<file path="src/rtl/tone_meter_pkg.sv">
// Shared types and default constants for the tone period meter.
package tone_meter_pkg;

  localparam int CNT_W      = 24;
  localparam int TIMEOUT    = 1000000;
  localparam int MIN_PERIOD = 4;
  localparam int TOL        = 1;
  localparam int LOCK_N     = 2;

  typedef enum logic [1:0] {
    IDLE,
    ARMED,
    TRACK
  } state_t;

endpackage

</file>
<file path="src/rtl/tone_edge_sync.sv">
// Two-flop synchronizer plus delay flop; emits one-cycle rise/fall pulses.
module tone_edge_sync (
  input  logic clk,
  input  logic rst,
  input  logic din,
  output logic rise,
  output logic fall
);

  logic s0;
  logic s1;
  logic d;

  // NOTE: non-blocking assignments make s0 -> s1 -> d a true shift register.
  always_ff @(posedge clk) begin
    if (rst) begin
      s0 <= 1'b0;
      s1 <= 1'b0;
      d  <= 1'b0;
    end else begin
      s0 <= din;
      s1 <= s0;
      d  <= s1;
    end
  end

  assign rise = s1 & ~d;
  assign fall = ~s1 & d;

endmodule

</file>
<file path="src/rtl/tone_period_meter.sv">
// Measures period and high time of a square-wave tone; reports lock, loss and glitches.
module tone_period_meter #(
  parameter int CNT_W      = tone_meter_pkg::CNT_W,
  parameter int TIMEOUT    = tone_meter_pkg::TIMEOUT,
  parameter int MIN_PERIOD = tone_meter_pkg::MIN_PERIOD,
  parameter int TOL        = tone_meter_pkg::TOL,
  parameter int LOCK_N     = tone_meter_pkg::LOCK_N
) (
  input  logic             clk,
  input  logic             rst,
  input  logic             tone_in,
  output logic [CNT_W-1:0] period,
  output logic [CNT_W-1:0] high_time,
  output logic             period_valid,
  output logic             tone_present,
  output logic             timeout,
  output logic             glitch
);

  import tone_meter_pkg::*;

  localparam int MW = (LOCK_N < 1) ? 1 : $clog2(LOCK_N + 1);

  localparam logic [CNT_W:0]   MIN_P   = (CNT_W + 1)'(MIN_PERIOD);
  localparam logic [CNT_W:0]   TOL_V   = (CNT_W + 1)'(TOL);
  localparam logic [CNT_W-1:0] TO_LAST = CNT_W'(TIMEOUT - 1);
  localparam logic [CNT_W-1:0] TO_SAT  = CNT_W'(TIMEOUT);
  localparam logic [MW-1:0]    LOCK_M  = MW'(LOCK_N);

  state_t           state;
  logic [CNT_W-1:0] cnt;
  logic [MW-1:0]    match_cnt;
  logic             rise;
  logic             fall;

  logic [CNT_W:0]   cnt_inc;
  logic [CNT_W:0]   diff;
  logic [MW-1:0]    match_next;
  logic             accept;
  logic             at_limit;

  tone_edge_sync u_sync (
    .clk  (clk),
    .rst  (rst),
    .din  (tone_in),
    .rise (rise),
    .fall (fall)
  );

  // The period register doubles as the previous accepted period for matching.
  // NOTE: every signal here is assigned on every path, so no latch is inferred.
  always_comb begin
    cnt_inc = {1'b0, cnt} + (CNT_W + 1)'(1);
    if (cnt_inc >= {1'b0, period}) diff = cnt_inc - {1'b0, period};
    else                           diff = {1'b0, period} - cnt_inc;
    if (diff > TOL_V)              match_next = '0;
    else if (match_cnt >= LOCK_M)  match_next = LOCK_M;
    else                           match_next = match_cnt + MW'(1);
    accept   = rise && (cnt_inc >= MIN_P);
    at_limit = (cnt == TO_LAST);
  end

  always_ff @(posedge clk) begin
    if (rst) begin
      state        <= IDLE;
      cnt          <= '0;
      match_cnt    <= '0;
      period       <= '0;
      high_time    <= '0;
      period_valid <= 1'b0;
      tone_present <= 1'b0;
      timeout      <= 1'b0;
      glitch       <= 1'b0;
    end else begin
      period_valid <= 1'b0;
      timeout      <= 1'b0;
      glitch       <= 1'b0;
      case (state)
        IDLE: begin
          cnt <= '0;
          if (rise) state <= ARMED;
        end
        default: begin
          if (fall) high_time <= cnt_inc[CNT_W-1:0];
          if (accept) begin
            period       <= cnt_inc[CNT_W-1:0];
            period_valid <= 1'b1;
            match_cnt    <= match_next;
            tone_present <= (match_next >= LOCK_M);
            state        <= TRACK;
            cnt          <= '0;
          end else if (at_limit) begin
            // Timeout outranks a too-early rise arriving in the same cycle.
            state        <= IDLE;
            timeout      <= 1'b1;
            tone_present <= 1'b0;
            match_cnt    <= '0;
            cnt          <= '0;
          end else begin
            if (rise) glitch <= 1'b1;
            if (cnt != TO_SAT) cnt <= cnt + CNT_W'(1);
          end
        end
      endcase
    end
  end

endmodule

</file>
<file path="config.mk">
export PLATFORM = sky130hd
export DESIGN_NAME = tone_period_meter
export DESIGN_NICKNAME = d
export VERILOG_FILES = /design/src/rtl/tone_meter_pkg.sv /design/src/rtl/tone_edge_sync.sv /design/src/rtl/tone_period_meter.sv
export SDC_FILE = /design/constraint.sdc
export NUM_CORES = 1
export LEC_CHECK = 0
export ABC_AREA = 1
export CAP_MARGIN = 20
export CORE_AREA = 2 2 130 94
export DETAILED_ROUTE_END_ITERATION = 8
export DIE_AREA = 0 0 132 96
export GPL_TIMING_DRIVEN = 0
export PLACE_DENSITY_LB_ADDON = 0.25
export SLEW_MARGIN = 30
export SYNTH_ARGS = -nofsm -noshare
export SYNTH_HDL_FRONTEND = slang
export SYNTH_HIERARCHICAL = 1
export SYNTH_SLANG_ARGS = --single-unit
</file>
<file path="constraint.sdc">
create_clock -name clk -period 5.5 [get_ports clk]
set_clock_uncertainty 0.1 [all_clocks]
set_input_delay 0.55 -clock clk [delete_from_list [all_inputs] [get_ports clk]]
set_output_delay 0.55 -clock clk [all_outputs]
set_load 0.05 [all_outputs]
</file>
==> out/results.md, run 1 <==
| Item | Reported | Unit |
|---|---|---|
| Detailed-route wire length per cell | 16.76 | µm |
| Slowest CP cell | sky130_fd_sc_hd__xor2_1 | - |
| Worst-margin pin slew | 758.1 | ps |
| Total power per unit cell area | 177.0 | nW/µm² |
| Nature of the critical path startpoint | register | - |
| CORE AREA | 11440 | µm² |
| Hold WC Path Type | register to register | - |
| Number of H-tree branching levels | 3 | - |
| Row cnt | 33 | - |
| HPWL after DPL | 17630 | µm |
| Number of antenna repair diodes | 0 | - |
| Cell repeated most along the worst path | sky130_fd_sc_hd__nand2_1 | - |
| Sum of negative setup slack | 0 | ps |
| Placer's final routability congestion estimate | 0.9902 | - |
| Arrival time at the worst endpoint | 5370 | ps |
| Post-synth EDFFs | 0 | - |
| Routed vias/inst | 5.597 | - |
| Global-route wire length before repair | 33360 | µm |
| Top cell type's share of synthesized area | 24.58 | % |
| Number of CTS-inserted buffers | 9 | - |
| Multi-input gate area | 4330 | µm² |
| RSZ-0062 raised after global routing | no | - |
| Detailed Routing Iterations Pass 1 | 8 | - |
| Worst reg2reg startpoint | cnt[0]$_SDFFE_PP0P_ | - |
| Max-cap check violation count | 0 | - |
| Clock tree root driver cell | sky130_fd_sc_hd__clkbuf_16 | - |
| Hold Violations, Final | 0 | - |
| Chip Height | 96 | µm |
| Layout net count | 1187 | - |
| Post-CTS Setup Bufs | 0 | - |
| Buffers on Ports | 54 | - |
| Fin crit period | 5200 | ps |
| Delay contributed by the slowest stage of the critical path | 460 | ps |
| Worst Path Required | 5670 | ps |
| Net switching fraction of the power | 22.50 | % |
| Sequential Area | 1662 | µm² |
| Initial cell density of the core | 59.11 | % |
| Remaining Overflow, GRT | 0 | - |
| Number of warnings printed during yosys synthesis | 6 | - |
| Register area share after synthesis | 24.58 | % |
| Leakage power figure | 4.094 | nW |
| Mean cell area of the mapped netlist | 6.330 | µm² |
| Hold_buf cts | 0 | - |
| Cells taking the most area after synthesis | sky130_fd_sc_hd__dfxtp_1 (25%), sky130_fd_sc_hd__nand2_1 (15%), sky130_fd_sc_hd__ha_1 (9.1%), sky130_fd_sc_hd__inv_1 (8.8%), sky130_fd_sc_hd__a21oi_1 (6.3%) | - |
| Share of total power in combinational logic | 7.1 | % |
| Number of synthesized register bits | 83 | - |
| Top fanout value on the critical path | 10 | - |
| Layout overhead on the synthesized area | 16.18 | % |
| Cell-internal power | 0.001078 | W |
| Total Routed Length | 21690 | µm |
| Largest buffer count on any clock path | 2 | - |
| Async set-reset flop share out of synthesis | 0 | % |
| Syn nets | 1122 | - |
| Switching power | 0.0003128 | W |
| First element of the critical path | cnt[0]$_SDFFE_PP0P_ | - |
| Maximum number of pins on one net before global-route repair | 15 | - |
| Width of the die | 132 | µm |
| Setup violation total in the final timing report | 0 | - |
| DRC violations left | 0 | - |
| Fin crit share | 94.55 | % |
| Category of the most critical setup path | register to register | - |
| Number of antenna violations at the first check in global routing | 0 | - |
| Share of total power in sequential cells | 43.5 | % |
| Cell area after synthesis | 6760 | µm² |
| Gate count of the mapped netlist | 1068 | - |
| CTS clock-pin slew for the worst setup and hold paths | 60 | ps |
| Overall fraction of global-route tracks in use | 33.96 | % |
| Final Core Density | 68.67 | % |
| Final Slew Violations | 0 | - |
| Area enclosed by the die boundary | 12670 | µm² |
| Yosys top cell by area | sky130_fd_sc_hd__dfxtp_1 | - |
| Clock net sink count | 83 | - |
| Share of post-route cells with drive strength above 1 | 8.795 | % |
| Hold Crit Start | u_sync/s0$_SDFF_PP0_ | - |
| Number of DRC markers after the initial detailed-route iteration | 794 | - |
| Clk Latency, worst-skew pair | 340 | ps |
| Clock power frac | 49.4 | % |
| Peak Freq | 192.3 | MHz |
| Leading register cell type out of synthesis | sky130_fd_sc_hd__dfxtp_1 | - |
| Outcome | complete, no violations | - |
| Max transition margin | 48.93 | % |
| Clock tree from TritonCTS | built | - |
| CP endpoint kind | register | - |
| Final antenna-violating net count | 0 | - |
| Via count of the routed design | 7242 | - |
| Number of filler cells placed in the layout | 1068 | - |
| Vias in the first global route | 6427 | - |
| Post-synthesis cell type count | 43 | - |
| Highest ir drop seen on vdd | 141.2 | µV |
| IO Count | 55 | - |
-- final cells by class --
type,instances,area share [%]
Tap cell,157,2.501
Multi-Input combinational cell,790,55.14
Clock buffer,9,2.868
Buffer,26,1.944
Clock inverter,6,1.434
Inverter,169,8.077
Sequential cell,83,21.16
Timing Repair Buffer,54,6.882
-- state kept, by name, summed over array words and instances (netlist names) --
signal / flops
cnt: 24
u_sync/d: 1
glitch: 1
state: 2
timeout: 1
period_valid: 1
tone_present: 1
period: 24
u_sync/s1: 1
match_cnt: 2
u_sync/s0: 1
high_time: 24
-- cells in the final DEF (no fill, tap or decap), types with 21 or more instances in the layout --
cell / synthesis / routed
sky130_fd_sc_hd__nand3_1: 73 / 73
sky130_fd_sc_hd__xor2_1: 22 / 21
sky130_fd_sc_hd__ha_1: 49 / 49
sky130_fd_sc_hd__o21ai_0: 59 / 59
sky130_fd_sc_hd__dfxtp_1: 83 / 83
sky130_fd_sc_hd__inv_1: 159 / 159
sky130_fd_sc_hd__nor2_1: 88 / 88
sky130_fd_sc_hd__a21oi_1: 85 / 85
sky130_fd_sc_hd__clkdlybuf4s50_1: 0 / 54
sky130_fd_sc_hd__nand2_1: 262 / 262
sky130_fd_sc_hd__nor2_2: 30 / 30
-- final timing paths --
path / endpoint / slack [ps] / cells past startpoint
max: tone_present$_SDFFE_PP0P_ / 300 / 32
min: u_sync/s1$_SDFF_PP0_ / 300 / 2
max reg2reg: tone_present$_SDFFE_PP0P_ / 300 / 32
min reg2reg: u_sync/s1$_SDFF_PP0_ / 300 / 2
-- Yosys cell counts (all sizes together), types with 16 or more instances --
| library cell | number |
|---|---|
| nand4 | 17 |
| nand3 | 75 |
| xor2 | 24 |
| nor2 | 121 |
| inv | 168 |
| nand2 | 277 |
| ha | 49 |
| a21oi | 86 |
| o211ai | 17 |
| dfxtp | 83 |
| o21ai | 62 |
| nor3 | 16 |
-- kinds of logic (layout without fill, tap and decap cells) --
group                      count (synthesis)  count (layout)  share of synthesized area (%)
and+or+nand+nor                          522             522                          34.48
buffers and inverters                    195             264                          11.64
AOI/OAI and AO/OA                        189             189                          15.79
DFF                                       83              83                          24.58
adders and majority gates                 51              51                          9.661
xor gates and xnor gates                  28              28                          3.850
-- power by group through the flow --
| stage | sequential (W) | combinational (W) | clock, W |
|---|---|---|---|
| after floorplan | 0.000623 | 0.0000617 | 0 |
| after global placement | 0.000619 | 0.0000933 | 0 |
| after detailed placement | 0.000619 | 0.0000943 | 0 |
| after CTS | 0.000605 | 0.0000950 | 0.000691 |
| after global routing | 0.000605 | 0.000108 | 0.000713 |
| final | 0.000605 | 0.0000986 | 0.000686 |
-- per-stage QoR --
step,setup slack (ps),power (W),area (µm²),hold slack [ps],cells
6_report,299.7,0.001390,7854,301.7,1294
5_1_grt,14.83,0.001425,7854,322.5,1294
4_1_cts,441.0,0.001391,7835,303.4,1294
3_5_place_dp,481.5,0.0007130,7497,295.2,1279
3_3_place_gp,480.7,0.0007120,7497,290.7,1279
2_1_floorplan,1631,0.0006844,6760,288.3,1068
-- layer usage --
metal | up-vias | wire [µm] | GRT usage [%]
met3 | 22 | 2761 | 13.16
met4 | 0 | 189 | 6.250
met1 | 3274 | 10170 | 48.23
met2 | 373 | 8569 | 48.83
li1 | 3573 | - | -
met5 | - | 0 | 0
-- critical path: cells and delay by family, from the launching register on --
kind | cells | cell delay (ps)
compound gates | 1 | 120
fa+ha+maj | 2 | 680
simple gates | 22 | 2640
xor+xnor | 1 | 460
flops | 1 | 420
buf+inv | 6 | 690
-- what timing repair did --
action,4_1_cts,5_1_grt
endpoints found under the hold margin,0,0
gates resized for setup,0,2
endpoints found under the setup margin,0,3
Power figures use the tool's default switching activity.
==> run 2, diff against run 1 <==
--- a/config.mk
+++ b/config.mk
@@ -6,7 +6,7 @@
 export NUM_CORES = 1
 export LEC_CHECK = 0
 export ABC_AREA = 1
-export CAP_MARGIN = 20
+export CAP_MARGIN = 40
 export CORE_AREA = 2 2 130 94
 export DETAILED_ROUTE_END_ITERATION = 8
 export DIE_AREA = 0 0 132 96
==> results of run 2 <==
Same layout as run 1: the final DEF is identical, and so are final timing and power.
==> run 3, diff against run 2 <==
--- a/config.mk
+++ b/config.mk
@@ -7,9 +7,10 @@
 export LEC_CHECK = 0
 export ABC_AREA = 1
 export CAP_MARGIN = 40
-export CORE_AREA = 2 2 130 94
+export CORE_AREA = 2 2 125 91
 export DETAILED_ROUTE_END_ITERATION = 8
-export DIE_AREA = 0 0 132 96
+export DIE_AREA = 0 0 127 93
+export DONT_BUFFER_PORTS = 1
 export GPL_TIMING_DRIVEN = 0
 export PLACE_DENSITY_LB_ADDON = 0.25
 export SLEW_MARGIN = 30
==> run 3 against run 2 <==
Against the previous run: design area down 7.6%; count of clock-buffer cells in the layout rose by 1; routed wire length increased by 0.96%; fmax shrank 0.28%; die area shrank 6.8%; total power decreased by 4.3%; flip-flop and latch count did not move; non-clock buffer count fell by 54; worst hold slack got worse by 130 ps; worst setup slack worse by 15 ps; utilization down 0.51 points; sequential power is 0.7% higher.
==> out/results.md, run 3 (same netlist as run 1, synthesis figures left out) <==
| Item | Reported | Unit | vs previous |
|---|---|---|---|
| Outcome | complete, no violations | - |  |
| Clock net sink count | 83 | - | unchanged |
| Layout net count | 1133 | - | -4.5% |
| Remaining Overflow, GRT | 0 | - | unchanged |
| Category of the most critical setup path | register to register | - |  |
| Layout overhead on the synthesized area | 7.385 | % |  |
| Clk Latency, worst-skew pair | 340 | ps | about the same |
| Reg-to-reg critical path endpoint | match_cnt[1]$_SDFFE_PP0P_ | - |  |
| Detailed-route wire length per cell | 17.95 | µm | +7.1% |
| Row cnt | 32 | - | -3.0% |
| Vias in the first global route | 6360 | - | -1.0% |
| Largest buffer count on any clock path | 2 | - | unchanged |
| R2R Setup Slk | 290 | ps | about the same |
| Count of non-filler cells in the finished layout | 1220 | - | -5.7% |
| Chip Height | 93 | µm | -3.1% |
| Number of antenna violations at the first check in global routing | 0 | - | unchanged |
| Number of DRC markers after the initial detailed-route iteration | 883 | - | +11% |
| Clock tree root driver cell | sky130_fd_sc_hd__clkbuf_16 | - |  |
| Commonest non-fill, non-tap cells in the layout | sky130_fd_sc_hd__nand2_1 (262), sky130_fd_sc_hd__inv_1 (159), sky130_fd_sc_hd__nor2_1 (88) | - |  |
| Number of cells traversed by the worst register-to-register path | 32 | - | unchanged |
| RSZ-0062 raised after global routing | no | - |  |
| Worst hold slack | 169.6 | ps | -132.2 ps |
| Final Slew Violations | 0 | - | unchanged |
| CTS clock-pin slew for the worst setup and hold paths | 70 | ps | about the same |
| Clock tree from TritonCTS | built | - |  |
| Buffers on Ports | 0 | - | -100% |
| Hold WC Path Type | primary input to register | - |  |
| Total power per unit cell area | 183.3 | nW/µm² | +3.6% |
| Largest regs | cnt (24), high_time (24), period (24) | - |  |
| Arrival time at the worst endpoint | 5380 | ps | about the same |
| Length of routed met3 wiring | 2683 | µm | -2.8% |
| CORE AREA | 10650 | µm² | -6.9% |
| Number of instances in the placed design | 1204 | - | -5.9% |
| IO Count | 55 | - | unchanged |
| Fin crit period | 5215 | ps | +14.53 ps |
| Area enclosed by the die boundary | 11810 | µm² | -6.8% |
| Overall fraction of global-route tracks in use | 37.11 | % | +3.2 points |
| Global-route wire length before repair | 34070 | µm | +2.1% |
| Top fanout value on the critical path | 10 | - | unchanged |
| Leakage power figure | 3.889 | nW | -5.0% |
| M1 wire length | 10400 | µm | +2.3% |
| Most common library cell in the layout ignoring fill and taps | sky130_fd_sc_hd__nand2_1 | - |  |
| Setup violation total in the final timing report | 0 | - | unchanged |
| HPWL after DPL | 17520 | µm | -0.64% |
| CP endpoint kind | register | - |  |
| Final antenna-violating net count | 0 | - | unchanged |
| Hold Crit Start | rst | - |  |
| Peak Freq | 191.8 | MHz | -0.28% |
| Highest ir drop seen on vdd | 170.7 | µV | +21% |
| Maximum number of pins on one net before global-route repair | 16 | - | +1 |
| Width of the die | 127 | µm | -3.8% |
| Nature of the critical path startpoint | register | - |  |
| DRC violations left | 0 | - | unchanged |
| Number of H-tree branching levels | 3 | - | unchanged |
| Fin crit share | 94.81 | % | +0.26 points |
| Routed vias/inst | 5.884 | - | +5.1% |
| Worst reg2reg startpoint | cnt[0]$_SDFFE_PP0P_ | - |  |
| Delay contributed by the slowest stage of the critical path | 450 | ps | about the same |
| Number of filler cells placed in the layout | 966 | - | -9.6% |
| Max-cap check violation count | 0 | - | unchanged |
| Crit-path leading delay family | simple AND/OR/NAND/NOR gates | - |  |
| Detailed Routing Iterations Pass 1 | 5 | - | -3 |
| Slowest CP cell | sky130_fd_sc_hd__ha_1 | - |  |
| Sum of negative setup slack | 0 | ps | unchanged |
| Number of antenna repair diodes | 0 | - | unchanged |
| Worst Path Required | 5670 | ps | about the same |
| Number of CTS-inserted buffers | 9 | - | unchanged |
| Uppermost layer routed | met4 | - |  |
| Share of post-route cells with drive strength above 1 | 9.317 | % | +0.52 points |
| Depth of the worst hold-timing path | 1 | - | -1 |
| Hold Crit Endpoint | u_sync/s1$_SDFF_PP0_ | - |  |
| Max transition margin | 49.01 | % | +0.085 points |
| Total Routed Length | 21900 | µm | +0.96% |
| Critical path buffers and inverters | 6 | - | unchanged |
| Initial cell density of the core | 63.48 | % | +4.4 points |
| Hold Violations, Final | 0 | - | unchanged |
| Routed length on met2 | 8428 | µm | -1.6% |
| Via count of the routed design | 7179 | - | -0.87% |
| Placer's final routability congestion estimate | 0.9920 | - | +0.18% |
| Cell repeated most along the worst path | sky130_fd_sc_hd__nand2_1 | - |  |
| Worst-margin pin slew | 757.9 | ps | -0.2456 ps |
-- run 3: power breakdown --
part | internal [W] | total [W] | switching, W
clock network | 0.000368 | 0.000631 | 0.000263
logic | 0.0000274 | 0.0000904 | 0.0000630
registers | 0.000604 | 0.000609 | 0.00000587
total | 0.000999 | 0.00133 | 0.000332
-- run 3: how the worst max path moves through the flow --
stage                                    from                        end  slack (ps)  depth (start not counted)
after CTS                 cnt[0]$_SDFFE_PP0P_  match_cnt[1]$_SDFFE_PP0P_         410                         32
after global routing      cnt[0]$_SDFFE_PP0P_  tone_present$_SDFFE_PP0P_          40                         32
after detailed placement  cnt[0]$_SDFFE_PP0P_  tone_present$_SDFFE_PP0P_         450                         32
after global placement    cnt[0]$_SDFFE_PP0P_  match_cnt[1]$_SDFFE_PP0P_         480                         33
after floorplan           cnt[0]$_SDFFE_PP0P_  match_cnt[1]$_SDFFE_PP0P_        1630                         32
final                     cnt[0]$_SDFFE_PP0P_  match_cnt[1]$_SDFFE_PP0P_         290                         32
-- run 3: repair_timing --
action                                  4_1_cts  5_1_grt
gates resized for setup                       0        2
hold buffers                                  0        0
endpoints found under the setup margin        0        2
setup buffers                                 0        0
-- run 3: metrics by stage --
step	worst slack [ps]	power (W)	instance area (µm²)	util, %
after floorplan	1631	0.0006844	6760	-
after global placement	484.4	0.0007089	6930	65.07
after detailed placement	453.2	0.0007096	6930	65.07
after CTS	413.9	0.001321	7241	67.99
after global routing	43.46	0.001363	7259	68.16
final	285.2	0.001331	7259	68.16
-- run 3: cell type report --
class	instances	area (µm²)	area share (%)
plain buffers	26	152.6	2.103
clock buffers	10	239.0	3.292
inverters	169	634.4	8.738
multi-input cells	790	4330	59.65
well taps	136	170.2	2.344
flip-flops and latches	83	1662	22.89
clock inverters	6	71.32	0.9824
-- run 3: per-layer routing --
layer  vias up  GRT usage [%]
li1       3462              -
met1      3258          56.38
met2       422          51.75
met3        37          11.10
met4         0          6.685
met5         -              0
